[config.mk]
export PLATFORM = sky130hd
export DESIGN_NAME = instr_fetch_unit
export DESIGN_NICKNAME = d
export VERILOG_FILES = /design/src/rtl/instr_fetch_unit.sv
export SDC_FILE = /design/constraint.sdc
export NUM_CORES = 1
export LEC_CHECK = 0
export CORE_ASPECT_RATIO = 0.9
export CORE_UTILIZATION = 45
export DETAILED_ROUTE_END_ITERATION = 10
export PLACE_DENSITY_LB_ADDON = 0.12
export SYNTH_ARGS = -nofsm -noshare
export SYNTH_HDL_FRONTEND = slang
export SYNTH_SLANG_ARGS = --single-unit
[constraint.sdc]
create_clock -name clk -period 2.6 [get_ports clk]
set_clock_uncertainty 0.05 [all_clocks]
set_input_delay 0.52 -clock clk [delete_from_list [all_inputs] [get_ports clk]]
set_output_delay 0.52 -clock clk [all_outputs]
set_load 0.1 [all_outputs]
[src/rtl/instr_fetch_unit.sv]
// Instruction fetch front end: issues one word fetch per PC over a
// valid/ready request + valid response memory port, holds the returned
// word for decode under a valid/ready handshake, and accepts taken
// branch/jump redirects from execute. One memory request in flight at most.
module instr_fetch_unit #(
  parameter logic [31:0] RESET_PC = 32'h0000_0000
) (
  input  logic        clk,
  input  logic        rst_n,
  output logic        imem_req_valid,
  input  logic        imem_req_ready,
  output logic [31:0] imem_req_addr,
  input  logic        imem_rsp_valid,
  input  logic [31:0] imem_rsp_data,
  output logic        id_valid,
  input  logic        id_ready,
  output logic [31:0] id_instr,
  output logic [5:0]  id_opcode,
  output logic [31:0] id_pc_plus4,
  input  logic        redirect_valid,
  input  logic [31:0] redirect_target
);

  localparam logic [1:0] ST_REQ  = 2'd0;
  localparam logic [1:0] ST_WAIT = 2'd1;
  localparam logic [1:0] ST_HOLD = 2'd2;

  logic [1:0]  state_q, state_d;
  logic [31:0] pc_q, pc_d;
  logic        squash_q, squash_d;
  logic        id_valid_q, id_valid_d;
  logic [31:0] id_instr_q, id_instr_d;
  logic [31:0] id_pc4_q, id_pc4_d;
  // Keeps the request low while reset is held and rises one edge after release.
  logic        req_en_q;

  logic [31:0] pc_plus4;
  logic [31:0] redirect_pc;
  logic        req_fire;

  assign pc_plus4       = pc_q + 32'd4;
  assign redirect_pc    = redirect_target & ~32'h3;
  assign imem_req_valid = req_en_q && (state_q == ST_REQ);
  assign imem_req_addr  = pc_q;
  assign req_fire       = imem_req_valid && imem_req_ready;

  assign id_valid    = id_valid_q;
  assign id_instr    = id_instr_q;
  assign id_opcode   = id_instr_q[31:26];
  assign id_pc_plus4 = id_pc4_q;

  // Next-state logic; a redirect outranks every other event in the same cycle.
  always_comb begin
    state_d    = state_q;
    pc_d       = pc_q;
    squash_d   = squash_q;
    id_valid_d = id_valid_q;
    id_instr_d = id_instr_q;
    id_pc4_d   = id_pc4_q;
    case (state_q)
      ST_REQ: begin
        if (redirect_valid) begin
          pc_d = redirect_pc;
        end
        if (req_fire) begin
          state_d  = ST_WAIT;
          // Request already left with the old PC; its response must be discarded.
          squash_d = redirect_valid;
        end
      end
      ST_WAIT: begin
        if (redirect_valid) begin
          pc_d = redirect_pc;
          if (imem_rsp_valid) begin
            squash_d = 1'b0;
            state_d  = ST_REQ;
          end else begin
            squash_d = 1'b1;
          end
        end else if (imem_rsp_valid) begin
          if (squash_q) begin
            squash_d = 1'b0;
            state_d  = ST_REQ;
          end else begin
            id_instr_d = imem_rsp_data;
            id_pc4_d   = pc_plus4;
            pc_d       = pc_plus4;
            id_valid_d = 1'b1;
            state_d    = ST_HOLD;
          end
        end
      end
      ST_HOLD: begin
        if (redirect_valid) begin
          pc_d       = redirect_pc;
          id_valid_d = 1'b0;
          state_d    = ST_REQ;
        end else if (id_ready) begin
          id_valid_d = 1'b0;
          state_d    = ST_REQ;
        end
      end
      default: begin
        state_d = ST_REQ;
      end
    endcase
  end

  // State registers with asynchronous active-low reset.
  always_ff @(posedge clk or negedge rst_n) begin
    if (!rst_n) begin
      state_q    <= ST_REQ;
      pc_q       <= RESET_PC;
      squash_q   <= 1'b0;
      id_valid_q <= 1'b0;
      id_instr_q <= '0;
      id_pc4_q   <= '0;
      req_en_q   <= 1'b0;
    end else begin
      state_q    <= state_d;
      pc_q       <= pc_d;
      squash_q   <= squash_d;
      id_valid_q <= id_valid_d;
      id_instr_q <= id_instr_d;
      id_pc4_q   <= id_pc4_d;
      req_en_q   <= 1'b1;
    end
  end

endmodule
### Word-level counts from Yosys, hierarchy flattened

Cells that the tools add are included.

* logic and storage cells: 56
* output and inout port bits: 104
* bits in registers: 101
* bits of input ports: 70

* equality and inequality tests: 10
* multiplexer cells: 24
* add/subtract/negate cells: 1
* reduce and logical (&&, ||, !) cells: 12
* bitwise operators: 2

Operators by type and width (count)
* $mux 32: 4
* $pmux 32 s2: 1
* $add 32x3->32 const B: 1
* $mux 2: 7
* $mux 1: 9
* $ne 3x3->1 const B: 3
* $ne 2x2->1 const B: 4
* $reduce_and 4->1: 2
* $pmux 2 s3: 1
* $reduce_and 3->1: 2
* $reduce_bool 2->1: 3
* $reduce_and 5->1: 1
* $pmux 1 s2: 2
* $eq 2x1->1 const B: 1
* $eq 2x2->1 const B: 1
* $logic_and 1x1->1: 2
* $logic_not 2->1: 1
* $ne 2x1->1 const B: 1
* $not 1->1: 2
* $reduce_or 2->1: 1

### Longest topological paths before layout

* depth after elaboration: 5
* gate-level depth with buffers: 8
* mapped depth without buffers: 6

### Worst setup path after synthesis

OpenSTA, ideal clock, no wires.

* path kind: register -> output
* start point: register state_q[1]
* end point: output imem_req_valid
* cell stages (with the launch flop): 3
* buffers on the path: 1
* setup slack: -0.690 ns
* required time: 2.030 ns
* arrival: 2.720 ns
* cell sequence: dfrtp_1 -> buf_2 -> nor3b_1

* cells in the longest elaborated chain, start to end: 2

Ends and longest elaborated chain
* start: declaration: line 28 `logic [1:0] state_q, state_d;`
* start signal: assignment: line 120 `state_q <= state_d;`
* $logic_not 2->1: line 43 `assign imem_req_valid = req_en_q && (state_q == ST_REQ);`
* $logic_and 1x1->1: line 43
* end: declaration: line 10 `output logic imem_req_valid,`

Every way passes these cells.

### Final worst setup path

* start point: register pc_q[2] (netlist: imem_req_addr[2])
* end point: register id_pc4_q[26] (netlist: id_pc_plus4[26])

* cells in the longest elaborated chain, start to end: 1

Ends and longest elaborated chain
* start: declaration: line 29 `logic [31:0] pc_q, pc_d;`
* start signal: assignment: line 121 `pc_q <= pc_d;`
* $add 32x3->32: line 41 `assign pc_plus4 = pc_q + 32'd4;`
* end signal: assignment: line 125 `id_pc4_q <= id_pc4_d;`
* end: declaration: line 33 `logic [31:0] id_pc4_q, id_pc4_d;`

Every way passes these cells.
A chain may end at the register's enable or synchronous reset.

==> run summary <==
ROUTE
-----------------------------------------------------------------------------------------------------------------
Total via count in the routed design                                                                         4304
Drt pass-1 iters                                                                                                7
DRT antenna net count                                                                                           0
DRC errors left                                                                                                34
Routed length per instance                                                                                15.9 um
Count of routing violations after the opening detailed-route iteration                                        277
Sum of routed wire length over all layers                                                                 12.8 mm
Via density per instance                                                                                     5.35

GLOBAL ROUTE
-----------------------------------------------------------------------------------------------------------------
Pin count of the biggest net entering global routing                                                           73
Wire length of the first global-routing pass                                                              20.9 mm
Layer carrying the most global-route usage                                                                   met2
Overall fraction of global-route tracks in use                                                              23.7%
Global-route congestion overflow total                                                                          0
Met2 global-route usage                                                                                     38.3%
Fraction of met3 tracks used by global routing                                                              4.77%
Met1 Track Usage GR                                                                                         32.4%
Number of global-route vias before repair                                                                    4101
Antenna violations before repair                                                                                0

SYNTH
-----------------------------------------------------------------------------------------------------------------
Combinational family with the most area after synthesis                                              simple AND/OR/NAND/NOR gates
Synth top area cells                                                                                 sky130_fd_sc_hd__dfrtp_1 50%, sky130_fd_sc_hd__nand2_1 12%, sky130_fd_sc_hd__o21ai_0 3.2%, sky130_fd_sc_hd__xor2_1 2.9%, sky130_fd_sc_hd__xnor2_1 2.2%
Mean area per synthesized cell                                                                           9.26 um2
Dominant cell by count in the synthesized netlist                                                    sky130_fd_sc_hd__nand2_1
Post-synth design cell area                                                                              4830 um2
Top cells by instance count after synthesis                                                          151 x sky130_fd_sc_hd__nand2_1, 97 x sky130_fd_sc_hd__dfrtp_1, 31 x sky130_fd_sc_hd__o21ai_0, 22 x sky130_fd_sc_hd__clkbuf_1, 18 x sky130_fd_sc_hd__a21oi_1
Count of different cell masters after synthesis                                                                52
Arithmetic-cell share of the synthesized area counting full adders, half adders and majority gates         0.259%
Main flop type after synthesis                                                                       sky130_fd_sc_hd__dfrtp_1
Mux contribution to synthesized area                                                                       0.441%
Post-synthesis register bit count                                                                              97
Fraction of synthesis flops using an asynchronous set or reset pin                                           100%
Post-synthesis cell count                                                                                     521
Sequential cell area fraction in the yosys report                                                           50.3%
Post-synthesis cell type with the largest combined area                                              sky130_fd_sc_hd__dfrtp_1
Fraction of the mapped netlist area in compound gates                                                       15.6%
Parity-gate share of the synthesized area counting xor and xnor cells                                       5.08%
Simple-gate share of the synthesized area                                                                   23.1%
Number of warnings issued by yosys                                                                              0
Share of the synthesized area in the top cell type                                                          50.3%
Number of synthesized flops with an enable pin                                                                  0

SETUP PATH
-----------------------------------------------------------------------------------------------------------------
CP Buf/Inv Count                                                                                                0
R2R setup slack                                                                                           0.39 ns
Ordered cell list for the critical path                                                              ha_1, and4_1, nand3_1, or4_4, xor2_1, o21ai_2
Library cell contributing the largest single delay on the critical path                              sky130_fd_sc_hd__or4_4
Arrival time of the worst setup path                                                                      2.38 ns
Critical path required time                                                                               2.77 ns
Critical Path Start Type                                                                                 register
Worst Reg-to-Reg Cells                                                                                          6
Origin of the critical flop-to-flop path                                                             imem_req_addr[2]
Capturing point of the worst reg2reg path                                                            id_pc_plus4[26]
CP Depth                                                                                                        6
Endpoint class of the critical path                                                                      register
Max incr delay on CP                                                                                      0.58 ns
Crit Path Category                                                                                     reg -> reg
Cell type group with the largest total delay on the critical path                                    simple AND/OR/NAND/NOR gates
Max FO, Critical Path                                                                                           7

CTS
-----------------------------------------------------------------------------------------------------------------
CTS Root Buffer Type                                                                                 sky130_fd_sc_hd__clkbuf_16
Maximum number of buffers from clock root to sink                                                               2
# resized after CTS                                                                                             0
Number of sinks handled by clock tree synthesis                                                                97
TritonCTS clock tree                                                                                        built
Number of hold-repair buffers added at the cts stage                                                            0
Number of clock buffers inserted by TritonCTS                                                                   9
Clock-pin slew on the worst setup and hold paths                                                          0.07 ns
Clock insertion delay at the later pin of the skew report                                                 0.33 ns
Level count of the clock H-tree                                                                                 3
Postcts setup bufs                                                                                              0

STA
-----------------------------------------------------------------------------------------------------------------
Number of hold violations in the final report                                                                   0
Max Fclk                                                                                                  452 MHz
Minimum clock period                                                                                      2.21 ns
# setup viols final                                                                                             0
Max-Slew Margin vs Limit                                                                                    64.1%
Slew Viols, Final                                                                                               0
Portion of the clock cycle consumed by the worst path in the final layout                                   85.2%
Transition time of the tightest slew-check pin                                                           0.538 ns
Total negative slack for setup checks                                                                        0 ns
Setup repair after global routing missed its margin                                                            no

DIE
-----------------------------------------------------------------------------------------------------------------
Count of standard-cell rows                                                                                    35
Chip Width                                                                                                 111 um
Area of the die                                                                                         11100 um2
Ports placed on the boundary                                                                                  174
Starting density of the core                                                                                46.7%
Chip Height                                                                                                100 um
Placeable Area                                                                                          10300 um2

PLACED DESIGN
-----------------------------------------------------------------------------------------------------------------
Count of input and output buffers                                                                             167
Sum of net half-perimeters after detailed placement                                                       9.27 mm
Final weighted congestion in routability-driven placement                                                   0.837

FINAL LAYOUT
-----------------------------------------------------------------------------------------------------------------
Filler cell count in the final layout                                                                         893
Layout cells sized above 1                                                                                  22.3%
Area used by multi-input combinational logic                                                             2190 um2
Total number of nets in the final design                                                                      743
Syn-to-layout area delta                                                                                    37.6%
Ant diodes                                                                                                      0
Sequential cell area in the final layout                                                                 2430 um2

HOLD PATH
-----------------------------------------------------------------------------------------------------------------
Worst hold-check path type                                                                            in -> async

FLOW RUN
-----------------------------------------------------------------------------------------------------------------
Max-cap violations                                                                                              0

RUN STATUS
-----------------------------------------------------------------------------------------------------------------
Failing checks                                                                                                DRC
Outcome                                                                                              complete, but fails checks

## cell usage in the layout (no fill, tap or decap), types with 2 or more instances in the layout
cell	n
sky130_fd_sc_hd__nand2_1	151
sky130_fd_sc_hd__buf_4	112
sky130_fd_sc_hd__dfrtp_1	95
sky130_fd_sc_hd__clkdlybuf4s50_1	66
sky130_fd_sc_hd__o21ai_0	31
sky130_fd_sc_hd__a21oi_1	18
sky130_fd_sc_hd__nand3_1	17
sky130_fd_sc_hd__xor2_1	16
sky130_fd_sc_hd__nor2_1	16
sky130_fd_sc_hd__xnor2_1	12
sky130_fd_sc_hd__o22a_1	9
sky130_fd_sc_hd__clkbuf_16	9
sky130_fd_sc_hd__a32oi_1	8
sky130_fd_sc_hd__a2bb2oi_1	8
sky130_fd_sc_hd__o22ai_1	8
sky130_fd_sc_hd__a31oi_1	7
sky130_fd_sc_hd__and2_1	6
sky130_fd_sc_hd__and4_1	6
sky130_fd_sc_hd__and3_1	6
sky130_fd_sc_hd__o21a_1	6
sky130_fd_sc_hd__nand4_1	5
sky130_fd_sc_hd__o311ai_1	5
sky130_fd_sc_hd__o21ai_1	5
sky130_fd_sc_hd__conb_1	5
sky130_fd_sc_hd__nor4_2	4
sky130_fd_sc_hd__nor3_1	4
sky130_fd_sc_hd__buf_12	3
sky130_fd_sc_hd__and4_4	2
sky130_fd_sc_hd__o21ai_2	2
sky130_fd_sc_hd__inv_1	2
sky130_fd_sc_hd__nor3b_1	2
sky130_fd_sc_hd__clkinv_4	2
sky130_fd_sc_hd__dfrtp_2	2
## cell families after synthesis
kind of cell	after synthesis
buf+inv	46
mux	2
simple gates	231
compound gates	114
flops	97
xor+xnor	28
fa+ha+maj	1
other cells	2
## metal layers
metal | routed length (um) | up-vias
met4 | 150 | 0
li1 | - | 2090
met3 | 803 | 11
met1 | 6000 | 2054
met5 | 0 | -
met2 | 5870 | 149
## worst max-delay path by stage
stage	slack, ns	start	to
after global placement	0.29	redirect_valid	imem_req_addr[20]
after floorplan	0.08	imem_req_addr[11]	imem_req_addr[26]
after CTS	0.39	imem_req_addr[2]	id_pc_plus4[26]
after detailed placement	0.20	redirect_valid	imem_req_addr[22]
final	0.39	imem_req_addr[2]	id_pc_plus4[26]
after global routing	0.23	imem_req_addr[2]	imem_req_addr[30]
## sequential cells by signal, indices dropped and copies added (netlist names)
register and cells:
id_pc_plus4 30, imem_req_addr 30, req_en_q 1, id_valid 1, id_instr 32, state_q 2
squash_q 1
## layout make-up
class,instances,area share [%]
Tap cell,129,2.43
Clock buffer,9,3.39
Inverter,2,0.113
Sequential cell,97,36.6
Multi-Input combinational cell,381,32.9
Clock inverter,6,1.04
Timing Repair Buffer,181,23.5
## worst register-to-register path: cells and delay by family (launching register included)
family	cells	cell delay (ns)
XOR/XNOR	1	0.19
flip-flops	1	0.44
adder cells (fa/ha/maj)	1	0.27
AO/OA/AOI/OAI	1	0.06
AND/OR/NAND/NOR	3	1.10
## stage by stage
stage / hold WS [ns] / utilization (%) / cells / worst slack [ns] / instance area, um2
after floorplan: 0.174 / - / 524 / 0.0768 / 4840
after global placement: 0.410 / 61.4 / 790 / 0.288 / 6350
after detailed placement: 0.414 / 61.4 / 790 / 0.202 / 6350
after CTS: 0.123 / 64.3 / 805 / 0.388 / 6640
after global routing: 0.139 / 64.3 / 805 / 0.228 / 6640
final: 0.110 / 64.3 / 805 / 0.386 / 6640
Power is not shown: default switching activity piles up to over one toggle a cycle in this logic, so the estimate is an artifact.
